[config.mk]
export PLATFORM = sky130hd
export DESIGN_NAME = imem_loader
export DESIGN_NICKNAME = d
export VERILOG_FILES = /design/src/rtl/mips16_pkg.sv /design/src/rtl/word_assembler.sv /design/src/rtl/imem_loader.sv
export SDC_FILE = /design/constraint.sdc
export NUM_CORES = 1
export LEC_CHECK = 0
export ABC_CLOCK_PERIOD_IN_PS = 5900
export CORE_ASPECT_RATIO = 1.2
export CORE_MARGIN = 1.5
export CORE_UTILIZATION = 36
export CTS_CLUSTER_SIZE = 25
export DETAILED_ROUTE_END_ITERATION = 16
export HOLD_SLACK_MARGIN = 0.12
export PLACE_DENSITY_LB_ADDON = 0.1
export SETUP_SLACK_MARGIN = 0.4
export SYNTH_ARGS = -nofsm -noshare
export SYNTH_HDL_FRONTEND = slang
export SYNTH_HIERARCHICAL = 1
export SYNTH_SLANG_ARGS = --single-unit
[constraint.sdc]
create_clock -name clk_i -period 5.9 [get_ports clk_i]
set_clock_uncertainty 0.2 [all_clocks]
set_input_delay 1.18 -clock clk_i [delete_from_list [all_inputs] [get_ports clk_i]]
set_output_delay 1.18 -clock clk_i [all_outputs]
set_load 0.1 [all_outputs]
[src/rtl/mips16_pkg.sv]
// mips16_pkg: instruction-memory geometry and loader state encoding shared by the boot loader.
package mips16_pkg;
  localparam int IMEM_DEPTH = 1024;
  localparam int IMEM_AW = 10;
  localparam int WORD_W = 16;
  typedef enum logic [2:0] {
    LD_IDLE  = 3'd0,
    LD_LEN   = 3'd1,
    LD_DATA  = 3'd2,
    LD_CSUM  = 3'd3,
    LD_RUN   = 3'd4,
    LD_ERROR = 3'd5
  } ld_state_e;
endpackage

[src/rtl/word_assembler.sv]
// word_assembler: pairs stream bytes (high byte first) into 16-bit words.
module word_assembler
  import mips16_pkg::*;
(
  input  logic              clk_i,
  input  logic              rst_ni,
  input  logic              clear_i,
  input  logic              byte_valid_i,
  input  logic [7:0]        byte_i,
  output logic              word_valid_o,
  output logic [WORD_W-1:0] word_o
);
  logic       phase_q;
  logic [7:0] hi_q;
  always_ff @(posedge clk_i or negedge rst_ni) begin
    if (!rst_ni) begin
      phase_q <= 1'b0;
      hi_q    <= '0;
    end else if (clear_i) begin
      phase_q <= 1'b0;
    end else if (byte_valid_i) begin
      phase_q <= ~phase_q;
      if (!phase_q) hi_q <= byte_i;
    end
  end
  assign word_valid_o = byte_valid_i & phase_q;
  assign word_o       = {hi_q, byte_i};
endmodule

[src/rtl/imem_loader.sv]
// imem_loader: receives a length-prefixed, checksummed byte stream and writes it into
// instruction memory, holding the CPU stalled until the image is verified.
module imem_loader
  import mips16_pkg::*;
(
  input  logic               clk_i,
  input  logic               rst_ni,
  input  logic               start_i,
  input  logic               in_valid_i,
  input  logic [7:0]         in_data_i,
  output logic               in_ready_o,
  output logic               imem_we_o,
  output logic [IMEM_AW-1:0] imem_addr_o,
  output logic [WORD_W-1:0]  imem_wdata_o,
  output logic               cpu_run_o,
  output logic               busy_o,
  output logic               error_o
);
  localparam logic [IMEM_AW:0]  CNT_ONE = 1;
  localparam logic [WORD_W-1:0] MAX_LEN = WORD_W'(IMEM_DEPTH);
  ld_state_e          state_q;
  logic [IMEM_AW:0]   count_q, len_q, count_d;
  logic [WORD_W-1:0]  sum_q, wdata_q, word;
  logic [IMEM_AW-1:0] addr_q;
  logic               ready_q, we_q, run_q, busy_q, err_q;
  logic               fire, clear, word_valid;
  assign fire    = in_valid_i & ready_q;
  assign clear   = start_i & ~busy_q;
  assign count_d = count_q + CNT_ONE;
  word_assembler u_asm (
    .clk_i       (clk_i),
    .rst_ni      (rst_ni),
    .clear_i     (clear),
    .byte_valid_i(fire),
    .byte_i      (in_data_i),
    .word_valid_o(word_valid),
    .word_o      (word)
  );
  always_ff @(posedge clk_i or negedge rst_ni) begin
    if (!rst_ni) begin
      state_q <= LD_IDLE;
      count_q <= '0;
      len_q   <= '0;
      sum_q   <= '0;
      addr_q  <= '0;
      wdata_q <= '0;
      ready_q <= 1'b0;
      we_q    <= 1'b0;
      run_q   <= 1'b0;
      busy_q  <= 1'b0;
      err_q   <= 1'b0;
    end else begin
      we_q <= 1'b0;
      case (state_q)
        LD_IDLE, LD_RUN, LD_ERROR: if (start_i) begin
          state_q <= LD_LEN;
          count_q <= '0;
          sum_q   <= '0;
          ready_q <= 1'b1;
          busy_q  <= 1'b1;
          run_q   <= 1'b0;
          err_q   <= 1'b0;
        end
        LD_LEN: if (word_valid) begin
          len_q <= word[IMEM_AW:0];
          if (word == '0) begin
            state_q <= LD_CSUM;
          end else if (word > MAX_LEN) begin
            state_q <= LD_ERROR;
            ready_q <= 1'b0;
            busy_q  <= 1'b0;
            err_q   <= 1'b1;
          end else begin
            state_q <= LD_DATA;
          end
        end
        LD_DATA: if (word_valid) begin
          we_q    <= 1'b1;
          addr_q  <= count_q[IMEM_AW-1:0];
          wdata_q <= word;
          sum_q   <= sum_q + word;
          count_q <= count_d;
          if (count_d == len_q) state_q <= LD_CSUM;
        end
        LD_CSUM: if (word_valid) begin
          state_q <= (word == sum_q) ? LD_RUN : LD_ERROR;
          run_q   <= (word == sum_q);
          err_q   <= (word != sum_q);
          ready_q <= 1'b0;
          busy_q  <= 1'b0;
        end
        default: state_q <= LD_IDLE;
      endcase
    end
  end
  assign in_ready_o   = ready_q;
  assign imem_we_o    = we_q;
  assign imem_addr_o  = addr_q;
  assign imem_wdata_o = wdata_q;
  assign cpu_run_o    = run_q;
  assign busy_o       = busy_q;
  assign error_o      = err_q;
endmodule

### Word-level counts from Yosys, hierarchy flattened

Index checks and enable logic that the tools add are counted.

| storage, ports and cells | value |
|---|---|
| register bits | 80 |
| bits of input ports | 12 |
| output and inout port bits | 31 |
| logic and storage cells | 83 |

| operators by class | value |
|---|---|
| add/sub/neg operators | 2 |
| order comparisons | 1 |
| eq/ne operators | 15 |
| muxes and demuxes | 33 |
| bitwise logic cells | 6 |
| reduce and logical (&&, ||, !) cells | 14 |

Operators with widths:

| operator | count |
|---|---|
| 16-bit two-way mux | 2 |
| 16-bit case mux with 2 select lines | 1 |
| 11-bit two-way mux | 2 |
| 11-bit case mux with 2 select lines | 1 |
| 3-bit two-way mux | 7 |
| 16-bit adder | 1 |
| 16-bit equality test | 1 |
| 16-bit by 11-bit > comparator with 1-bit output, second input constant | 1 |
| 16-bit logical NOT | 1 |
| 1-bit two-way mux | 16 |
| 16-bit != test | 1 |
| 3-bit case mux with 4 select lines | 1 |
| 11-bit by 1-bit adder with 11-bit output, second input constant | 1 |
| 11-bit equality test | 1 |
| 3-bit AND reduction | 3 |
| 2-bit != test, second input constant | 4 |
| 3-bit by 2-bit equality test with 1-bit output, second input constant | 2 |
| 3-bit equality test, second input constant | 2 |
| 2-bit by 1-bit != test with 1-bit output, second input constant | 3 |
| 1-bit case mux with 3 select lines | 2 |
| 6-bit AND reduction | 1 |
| 2-bit nonzero test | 3 |
| 5-bit AND reduction | 1 |
| 2-bit AND reduction | 2 |
| 7 further kinds | 11 |

### Logic depth before layout (Yosys ltp)

Gate-level depths: netlist of the first run.

| depth | value |
|---|---|
| depth in word-level cells | 5 |
| mapped depth | 10 |
| mapped depth without buffers | 9 |

### Modules after synthesis

The synthesis of the first run kept the hierarchy.

Modules (own cells, without submodules):

| module | instances | cells each | area an instance (sq um) | seq. area each (sq um) |
|---|---|---|---|---|
| imem_loader | 1 | 439 | 4007.6 | 1776.7 |
| word_assembler | 1 | 29 | 414.1 | 225.2 |

### Worst setup path before layout of the first run

No wires, ideal clock.

| path | value |
|---|---|
| kind | in2reg |
| from | in in_data_i[0] |
| to | reg sum_q[12] |
| setup time | 0.135 ns |
| data arrival time | 3.164 ns |
| data required time | 5.565 ns |
| path slack | 2.401 ns |
| stages on the path | 10 |
| path buffers | 1 |
| path through | buf_4 -> ha_1 -> fa_1 -> a21o_1 -> a21oi_1 -> o21ai_0 -> a221o_1 -> a21oi_1 -> xor2_1 -> o21ai_0 |

| between the ends | value |
|---|---|
| longest elaborated chain between the ends | 3 |

RTL lines:

| item | RTL line | text |
|---|---|---|
| start, declared | imem_loader.sv:10 | `input logic [7:0] in_data_i,` |
| 16-bit adder | imem_loader.sv:81 | `sum_q <= sum_q + word;` |
| 16-bit two-way mux | imem_loader.sv:77 | `LD_DATA: if (word_valid) begin` |
| 16-bit case mux with 2 select lines | imem_loader.sv:54 | `case (state_q)` |
| end signal, assigned | imem_loader.sv:81 |  |
| end, declared | imem_loader.sv:23 | `logic [WORD_W-1:0] sum_q, wdata_q, word;` |

No other way between the ends. The select of a mux whose other input is x is not followed.
A chain may end at the register's enable or synchronous reset.

### Worst setup path in the final report of the first run

Same ends and word-level chain as after synthesis.

==> impl_metrics.json, run 1 <==
{
  "crit_chain": "clkdlybuf4s50_1 > ha_1 > fa_1 > a21o_1 > a21oi_1 > o21ai_0 > a221o_1 > a21oi_1 > xor2_1 > o21ai_0",
  "startpoint": "in_data_i[0]",
  "gp_congestion": 0.837,
  "fin_crit_ns": 3.74,
  "grt-ovfl-total": 0,
  "syn2layout_area_growth_pct": 16.9,
  "holdWs_ns": 0.269,
  "worstReg2RegStart": "state_q[1]$_DFFE_PN0P_",
  "post_cts_resized": 0,
  "yosysMostFrequentCell": "nand2_1",
  "reg2reg_depth": 8,
  "grt_first_pass_wirelength_mm": 18.1,
  "port_buffers": 42,
  "drt-wirelength-per-cell_microns": 16.7,
  "design.core.area_sq_um": 12100,
  "ys_ff_latch": 80,
  "cts_buffers": 9,
  "synth_nets": 497,
  "pin_count": 43,
  "max_freq_mhz": 267,
  "ff2ff_setup_slack_ns": 2.98,
  "vias_per_cell": 5.13,
  "drt_iter0_drc": 117,
  "drive_above_1_share_pct": 10.0,
  "routed_wl_mm": 11.1,
  "slowest_delay_ns": 0.48,
  "start_util_pct": 36.7,
  "antenna_found_initial": 0,
  "ctsHtreeMaxLevel": 3,
  "fill_cells": 1182,
  "outcome": "completed",
  "end_kind": "register",
  "ctsHoldBuffers": 0,
  "path_class": "input pin to register",
  "chipWidth_microns": 104,
  "grt_max_degree": 81,
  "synth_area_sq_um": 4420,
  "cp_top_family": "compound AO/OA/AOI/OAI gates",
  "nets": 524,
  "power_density_nw_per_um2": 357,
  "synth_top_area_share_pct": 45.3,
  "r2r-end": "count_q[3]$_DFFE_PN0P_",
  "cp_data_required_time_ns": 5.90,
  "synth_edf_count": 0,
  "postCtsSetupRepairBufs": 0,
  "die-area_sq_um": 13000,
  "drc": 0,
  "synthTopCellsByCount": "nand2_1, dfrtp_1, o21ai_0",
  "root_buffer": "clkbuf_16",
  "worst_pin_slew_ns": 1.04,
  "cp_num_buf_inv": 1,
  "max_slew_margin_pct": 30.8,
  "grt_use_total_pct": 17.9,
  "hold_path.class": "register to register",
  "yosys.area.top_type": "dfrtp_1",
  "startpoint_type": "input pin",
  "cts_tree": "yes",
  "clk_pin_slew_ns": 0.06,
  "maxSlewViolCount": 0,
  "cts.sinks": 80,
  "crit_cells": 10,
  "ant_nets": 0,
  "cap_violations": 0,
  "peakVddDrop_uv": 145,
  "grt_pass1_vias": 3341,
  "critPathCapture": "sum_q[12]$_DFFE_PN0P_",
  "tns_ns": 0,
  "final.period_utilization_pct": 63.4,
  "leakage_nw": 2.45,
  "ys_top_cells_by_area": "dfrtp_1, nand2_1, mux2_2",
  "syn_avg_cell_area_sq_um": 9.45,
  "hold_viol": 0,
  "yosysUniqueCellTypes": 56,
  "synthArstFlopShare_pct": 100,
  "dieHeight_microns": 124,
  "clock_latency_ns": 0.34,
  "hpwl_mm": 7.68,
  "rsz0062_at_grt": "no",
  "cp_max_fo": 5,
  "clock_path_buffers": 2,
  "syn_inst": 468,
  "antennaDiodeCount": 0,
  "seq_area_frac_synth_pct": 45.3,
  "slowest_stage": "clkdlybuf4s50_1",
  "ys_warn_count": 6,
  "routed-via-count": 3392,
  "fp-row-count": 44,
  "yosys_most_used_dff": "dfrtp_1",
  "drt_pass1_iterations": 4,
  "cp.arrival_ns": 3.74,
  "setup_viol": 0
}
==> worst min-delay path, delay by kind of cell, from the launching register on <==
kind | cells | cell delay, ns
simple gates | 2 | 0.10
flops | 1 | 0.34
==> layer usage <==
layer	global-route usage [%]	part of all wire, %	vias to the layer above
met1	22.8	45	1631
met2	30.2	49	65
li1	-	-	1675
met3	2.77	3.0	21
met4	7.52	2.4	0
met5	0	0	-
==> logic make-up after synthesis <==
logic type / synth area share [%]
muxes: 5.89
buffers and inverters: 4.58
adders and majority gates: 4.98
and+or+nand+nor: 19.6
AOI/OAI and AO/OA: 14.0
xor gates and xnor gates: 5.74
DFF: 45.3
==> state kept, by name, indices dropped and copies added (netlist names) <==
| signal | count |
|---|---|
| imem_wdata_o | 16 |
| sum_q | 16 |
| count_q | 11 |
| len_q | 11 |
| imem_addr_o | 10 |
| u_asm/hi_q | 8 |
| state_q | 3 |
| busy_o | 1 |
| cpu_run_o | 1 |
| error_o | 1 |
| imem_we_o | 1 |
| u_asm/phase_q | 1 |
==> metrics by stage <==
| stage | instance area [sq um] | instances | util [%] | power [mW] | setup slack, ns |
|---|---|---|---|---|---|
| detailed placement | 4880 | 645 | 40.5 | 1.30 | 1.82 |
| global placement | 4880 | 645 | 40.5 | 1.29 | 1.85 |
| CTS | 5170 | 661 | 42.9 | 1.86 | 2.18 |
| global route | 5170 | 661 | 42.9 | 1.94 | 1.95 |
| finish | 5170 | 661 | 42.9 | 1.85 | 2.16 |
| floorplan | 4420 | 468 | - | 1.15 | 2.40 |
==> placed cells by master (no fill, tap or decap), types with 4 or more instances in the layout <==
cell / Yosys / layout
a21oi_1: 20 / 20
ha_1: 16 / 16
clkdlybuf4s50_1: 0 / 41
nor3b_1: 4 / 4
o31ai_1: 7 / 7
o21ai_0: 35 / 35
dfrtp_1: 80 / 80
mux2_2: 20 / 20
a211o_1: 4 / 4
clkbuf_16: 0 / 9
nand2_1: 113 / 113
nor4_1: 7 / 7
xor2_1: 11 / 11
xnor2_1: 18 / 18
nor2_1: 20 / 20
buf_4: 9 / 4
nand4_1: 5 / 5
nand3_1: 12 / 12
and2_1: 7 / 7
inv_1: 5 / 5
a21o_1: 13 / 13
==> worst min-delay path by stage <==
stage | from | end | slack (ns) | cells after the start
global route | imem_addr_o[6]$_DFFE_PN0P_ | imem_addr_o[6]$_DFFE_PN0P_ | 0.29 | 2
CTS | imem_addr_o[2]$_DFFE_PN0P_ | imem_addr_o[2]$_DFFE_PN0P_ | 0.28 | 2
finish | imem_addr_o[5]$_DFFE_PN0P_ | imem_addr_o[5]$_DFFE_PN0P_ | 0.27 | 2
floorplan | sum_q[2]$_DFFE_PN0P_ | sum_q[2]$_DFFE_PN0P_ | 0.26 | 2
global placement | imem_addr_o[6]$_DFFE_PN0P_ | imem_addr_o[6]$_DFFE_PN0P_ | 0.26 | 2
detailed placement | imem_addr_o[2]$_DFFE_PN0P_ | imem_addr_o[2]$_DFFE_PN0P_ | 0.26 | 2
==> where the power goes <==
| group | total, mW | switching [mW] | internal (mW) |
|---|---|---|---|
| registers | 0.743 | 0.111 | 0.632 |
| logic | 0.548 | 0.321 | 0.227 |
| clock network | 0.555 | 0.227 | 0.328 |
==> area by class of cell <==
type	count	area, sq um	area share (%)
sequential	80	2000	38.7
clock buffer	11	233	4.50
multi-input combinational	354	2220	42.9
clock inverter	5	56.3	1.09
timing repair buffer	45	440	8.52
inverter	5	18.8	0.363
tap	161	201	3.90
Power figures use the tool's default switching activity.
==> run 2: changes to the inputs <==
--- a/config.mk
+++ b/config.mk
@@ -5,7 +5,7 @@
 export SDC_FILE = /design/constraint.sdc
 export NUM_CORES = 1
 export LEC_CHECK = 0
-export ABC_CLOCK_PERIOD_IN_PS = 5900
+export ABC_CLOCK_PERIOD_IN_PS = 3400
 export CORE_ASPECT_RATIO = 1.2
 export CORE_MARGIN = 1.5
 export CORE_UTILIZATION = 36
==> constraint.sdc (replaced) <==
create_clock -name clk_i -period 3.4 [get_ports clk_i]
set_clock_uncertainty 0.2 [all_clocks]
set_input_delay 0.68 -clock clk_i [delete_from_list [all_inputs] [get_ports clk_i]]
set_output_delay 0.68 -clock clk_i [all_outputs]
set_load 0.1 [all_outputs]
==> run 2 against run 1 <==
  * Die area unchanged
  * Clock-buffer cell count grew 3
  * Sequential cell count did not move
  * Combinational power increased by 75%
  * Critical endpoint is now sum_q[15]$_DFFE_PN0P_
  * Highest routed layer unchanged
==> impl_metrics.json, run 2 (same netlist as run 1, synthesis figures left out) <==
{
  "outcome": "completed",
  "cts_buffers": 9,
  "p_sw_mw": 1.14,
  "cp_max_fo": 5,
  "pin_count": 43,
  "fill_cells": 1195,
  "worstReg2RegStart": "u_asm/hi_q[2]$_DFFE_PN0P_",
  "maxSlewViolCount": 0,
  "clk_pin_slew_ns": 0.06,
  "design_area_sq_um": 5280,
  "end_kind": "register",
  "clock_path_buffers": 2,
  "fin_util_pct": 43.8,
  "critPathCapture": "sum_q[15]$_DFFE_PN0P_",
  "rsz0062_at_grt": "no",
  "hpwl_mm": 7.95,
  "port_buffers": 42,
  "power_density_nw_per_um2": 622,
  "crit_cells": 9,
  "design.core.area_sq_um": 12100,
  "die-area_sq_um": 13000,
  "most-common-layout-cells": "nand2_1, dfrtp_1, buf_4",
  "final.period_utilization_pct": 85.7,
  "chipWidth_microns": 104,
  "gp_congestion": 0.885,
  "mostFrequentLayoutCell": "nand2_1",
  "cp.arrival_ns": 2.96,
  "max_slew_margin_pct": 30.3,
  "startpoint_type": "input pin",
  "slowest_stage": "clkdlybuf4s50_1",
  "max_freq_mhz": 343,
  "ant_nets": 0,
  "clock_latency_ns": 0.33,
  "syn2layout_area_growth_pct": 19.4,
  "root_buffer": "clkbuf_16",
  "drt-wirelength-per-cell_microns": 16.6,
  "fp-row-count": 44,
  "cp_data_required_time_ns": 3.45,
  "cp_top_family": "compound AO/OA/AOI/OAI gates",
  "worst_pin_slew_ns": 1.05,
  "vias_per_cell": 5.00,
  "antenna_found_initial": 0,
  "drc": 0,
  "cts_tree": "yes",
  "grt-ovfl-total": 0,
  "startpoint": "in_data_i[2]",
  "drt_pass1_iterations": 4,
  "reg2reg_depth": 7,
  "peakVddDrop_uv": 253,
  "holdPathStages": 2,
  "crit_chain": "clkdlybuf4s50_1 > ha_1 > o21a_1 > a211o_1 > nand3_1 > a21oi_1 > or3_1 > and2_1 > o211ai_1",
  "r2r-end": "state_q[0]$_DFFE_PN0P_",
  "cts.sinks": 80,
  "nets": 542,
  "start_util_pct": 36.7,
  "cp_num_buf_inv": 1,
  "swShare_pct": 34.7,
  "setup_viol": 0,
  "cap_violations": 0,
  "grt_use_total_pct": 18.2,
  "p_comb_share_pct": 29.2,
  "p_clk_share_pct": 31.2,
  "ctsHoldBuffers": 0,
  "grt_pass1_vias": 3415,
  "antennaDiodeCount": 0,
  "grt_max_degree": 81,
  "ff2ff_setup_slack_ns": 0.61,
  "hold_path.class": "register to register",
  "tns_ns": 0,
  "dpl.cell_count": 661,
  "path_class": "input pin to register",
  "pwr-share-seq_pct": 39.5,
  "drive_above_1_share_pct": 20.5,
  "fin_crit_ns": 2.91,
  "post-place-ws_ns": -0.109,
  "dieHeight_microns": 124,
  "routed-via-count": 3398,
  "slowest_delay_ns": 0.46,
  "ctsHtreeMaxLevel": 3,
  "fin_ws_ns": 0.487,
  "hold_viol": 0,
  "drt_iter0_drc": 144,
  "routed_wl_mm": 11.3,
  "internal_power_mw": 2.14,
  "instances_no_fill": 679,
  "leakage_nw": 2.63,
  "grt_first_pass_wirelength_mm": 18.2,
  "placed_area_sq_um": 4920
}
## run 2: cell types whose count changed in the layout (fill, tap and decap cells not counted), sizes merged
cell,previous run,this run
buf,4,53
clkbuf,11,14
clkdlybuf4s50,41,8
clkinv,2,1
clkinvlp,1,0
dlygate4sd2,0,1
dlymetal6s2s,0,1
inv,6,5
## run 2: cell type report
cell class	count	area, sq um	share of cell area, %
clock buffers	14	284	5.38
multi-input cells	354	2240	42.4
flip-flops and latches	80	2000	37.9
inverters	5	18.8	0.356
clock inverters	2	35.0	0.664
repair buffers	63	499	9.46
well taps	161	201	3.82
## run 2: stage by stage
stage	hold slack, ns	total power, mW
floorplan	0.184	2.00
global placement	0.259	2.27
detailed placement	0.264	2.28
CTS	0.280	3.32
global route	0.292	3.46
finish	0.274	3.28
## run 2: timing repair
| item | in CTS | in global routing |
|---|---|---|
| setup endpoints to repair | 4 | 6 |
| buffers inserted | 1 | 1 |
| pin swaps | 1 | 5 |
| gates resized for setup | 3 | 7 |
| gates cloned | 0 | 0 |
## run 2: power by group through the flow
stage / clock network (mW) / logic [mW] / registers (mW)
2_1_floorplan: 0 / 0.665 / 1.33
3_3_place_gp: 0 / 0.954 / 1.32
3_5_place_dp: 0 / 0.962 / 1.32
4_1_cts: 1.05 / 0.967 / 1.30
5_1_grt: 1.09 / 1.05 / 1.32
6_report: 1.02 / 0.959 / 1.30
## run 2: how the worst min path moves through the flow
stage,to,startpoint
2_1_floorplan,busy_o$_DFFE_PN0P_,rst_ni
3_3_place_gp,imem_addr_o[2]$_DFFE_PN0P_,imem_addr_o[2]$_DFFE_PN0P_
3_5_place_dp,imem_wdata_o[8]$_DFFE_PN0P_,imem_wdata_o[8]$_DFFE_PN0P_
4_1_cts,imem_addr_o[1]$_DFFE_PN0P_,imem_addr_o[1]$_DFFE_PN0P_
5_1_grt,imem_addr_o[8]$_DFFE_PN0P_,imem_addr_o[8]$_DFFE_PN0P_
6_report,imem_addr_o[1]$_DFFE_PN0P_,imem_addr_o[1]$_DFFE_PN0P_
## run 2: per-layer routing
metal / wire (microns) / up-vias / global-route usage (%)
li1: - / 1703 / -
met1: 5030 / 1648 / 22.2
met2: 5840 / 41 / 31.7
met3: 268 / 6 / 4.08
met4: 114 / 0 / 5.56
met5: 0 / - / 0
## run 2: worst reg2reg max path: cells and delay by family, from the launching register on
| kind | cells | cell delay, ns |
|---|---|---|
| simple gates | 3 | 1.05 |
| flops | 1 | 0.50 |
| compound gates | 2 | 0.21 |
| fa+ha+maj | 1 | 0.44 |
| mux | 1 | 0.28 |
==> run 3: changes to the inputs <==
==> constraint.sdc (replaced) <==
create_clock -name clk_i -period 3.4 [get_ports clk_i]
set_clock_uncertainty 0.2 [all_clocks]
set_input_delay 0.51 -clock clk_i [delete_from_list [all_inputs] [get_ports clk_i]]
set_output_delay 0.51 -clock clk_i [all_outputs]
set_load 0.1 [all_outputs]
==> run 3 against run 2 <==
  * Clock power hardly changed
  * Via count is 1.0% higher
  * Worst hold slack worse by 0.11 ns
  * Clock-buffer cell count is 4 lower
  * Fmax is 0.82% higher
  * Largest cell class unchanged
==> impl_metrics.json, run 3 (same netlist as run 1, synthesis figures left out) <==
{
  "ant_nets": 0,
  "grt_use_total_pct": 18.8,
  "nets": 538,
  "crit_chain": "clkdlybuf4s50_1 > ha_2 > fa_1 > a21o_1 > a21oi_2 > o21ai_0 > a221o_1 > a21oi_2 > xor2_1 > o21ai_0",
  "cp.arrival_ns": 2.89,
  "grt_max_degree": 81,
  "fin_crit_ns": 2.89,
  "gp_congestion": 0.884,
  "cts_tree": "yes",
  "startpoint_type": "input pin",
  "setup_viol": 0,
  "design.core.area_sq_um": 12100,
  "fin_ws_ns": 0.510,
  "fp-row-count": 44,
  "max_freq_mhz": 346,
  "routed_wl_mm": 11.4,
  "clk_pin_slew_ns": 0.06,
  "rsz0062_at_grt": "yes",
  "end_kind": "register",
  "power_density_nw_per_um2": 629,
  "outcome": "completed",
  "drc": 0,
  "drt-wirelength-per-cell_microns": 16.9,
  "clock_latency_ns": 0.34,
  "tns_ns": 0,
  "start_util_pct": 36.7,
  "maxSlewViolCount": 0,
  "internal_power_mw": 2.15,
  "hpwl_mm": 8.12,
  "peakVddDrop_uv": 318,
  "die-area_sq_um": 13000,
  "slowest_stage": "clkdlybuf4s50_1",
  "swShare_pct": 34.5,
  "dieHeight_microns": 124,
  "cp_top_family": "compound AO/OA/AOI/OAI gates",
  "grt_first_pass_wirelength_mm": 18.9,
  "port_buffers": 42,
  "chipWidth_microns": 104,
  "grt_pass1_vias": 3468,
  "root_buffer": "clkbuf_16",
  "most-common-layout-cells": "nand2_1, dfrtp_1, buf_4",
  "grt-ovfl-total": 0,
  "slowest_delay_ns": 0.46,
  "syn2layout_area_growth_pct": 18.3,
  "pin_count": 43,
  "p_sw_mw": 1.13,
  "hold_viol": 0,
  "drive_above_1_share_pct": 19.1,
  "cts_buffers": 9,
  "p_comb_share_pct": 29.8,
  "ctsHoldBuffers": 0,
  "placed_area_sq_um": 4910,
  "postCtsSetupRepairBufs": 0,
  "mostFrequentLayoutCell": "nand2_1",
  "p_clk_share_pct": 31.4,
  "cp_data_required_time_ns": 3.40,
  "antenna_found_initial": 1,
  "leakage_nw": 2.61,
  "routed-via-count": 3433,
  "hold_path.class": "input pin to asynchronous set/reset pin",
  "path_class": "input pin to register",
  "cap_violations": 0,
  "clock_path_buffers": 2,
  "final.period_utilization_pct": 85.0,
  "pwr-share-seq_pct": 38.9,
  "ctsHtreeMaxLevel": 3,
  "drt_pass1_iterations": 4,
  "worst_pin_slew_ns": 1.04,
  "post-place-ws_ns": 0.0849,
  "max_slew_margin_pct": 31.0,
  "vias_per_cell": 5.09,
  "cp_num_buf_inv": 1,
  "drt_iter0_drc": 136,
  "cp_max_fo": 3,
  "cts.sinks": 80,
  "design_area_sq_um": 5230
}
run 3: cell types whose count changed in the layout (fill, tap and decap cells not counted), sizes merged:
cell           change
clkbuf             -4
clkdlybuf4s50      +1
clkinv             +1
bufinv             +1
dlygate4sd2        -1
diode              +1
buf                -4
run 3: layout make-up:
class | count | area, sq um
antenna | 1 | 2.50
clock buffer | 10 | 239
clock inverter | 4 | 70.1
fill | 1195 | 6830
inverter | 5 | 18.8
multi-input combinational | 354 | 2230
sequential | 80 | 2000
tap | 161 | 201
timing repair buffer | 59 | 470
run 3: final timing paths:
path / start / end / cells after the start / slack [ns]
setup reg to reg: u_asm/hi_q[1]$_DFFE_PN0P_ / state_q[0]$_DFFE_PN0P_ / 7 / 0.64
setup / recovery: in_data_i[0] / sum_q[12]$_DFFE_PN0P_ / 10 / 0.51
max in group asynchronous: rst_ni / sum_q[12]$_DFFE_PN0P_ / 1 / 2.19
hold / removal: rst_ni / imem_we_o$_DFF_PN0_ / 1 / 0.17
min in group clk_i: imem_addr_o[8]$_DFFE_PN0P_ / imem_addr_o[8]$_DFFE_PN0P_ / 2 / 0.27
hold reg to reg: imem_addr_o[8]$_DFFE_PN0P_ / imem_addr_o[8]$_DFFE_PN0P_ / 2 / 0.27
run 3: power by group through the flow:
stage	Sequential [mW]	Clock, mW	Combinational, mW
floorplan	1.33	0	0.665
global placement	1.29	0	0.977
detailed placement	1.30	0	0.979
CTS	1.28	1.06	0.985
global route	1.30	1.10	1.07
finish	1.28	1.03	0.979
run 3: repair_timing:
action | in CTS | in global routing
endpoints found under the setup margin | 0 | 3
endpoints found under the hold margin | 0 | 0
gates resized for setup | 0 | 4
run 3: stage by stage:
| stage | hold WS, ns | total power [mW] | instances | utilization (%) |
|---|---|---|---|---|
| 2_1_floorplan | 0.0144 | 2.00 | 468 | - |
| 3_3_place_gp | 0.260 | 2.27 | 659 | 40.7 |
| 3_5_place_dp | 0.264 | 2.28 | 659 | 40.7 |
| 4_1_cts | 0.217 | 3.32 | 673 | 43.3 |
| 5_1_grt | 0.270 | 3.47 | 673 | 43.4 |
| 6_report | 0.165 | 3.29 | 674 | 43.4 |
run 3: per-layer routing:
metal	vias up	global-route usage [%]	wire length, microns
li1	1690	-	-
met1	1671	22.9	4850
met2	52	32.4	5780
met3	20	3.77	415
met4	0	7.84	342
met5	-	0	0
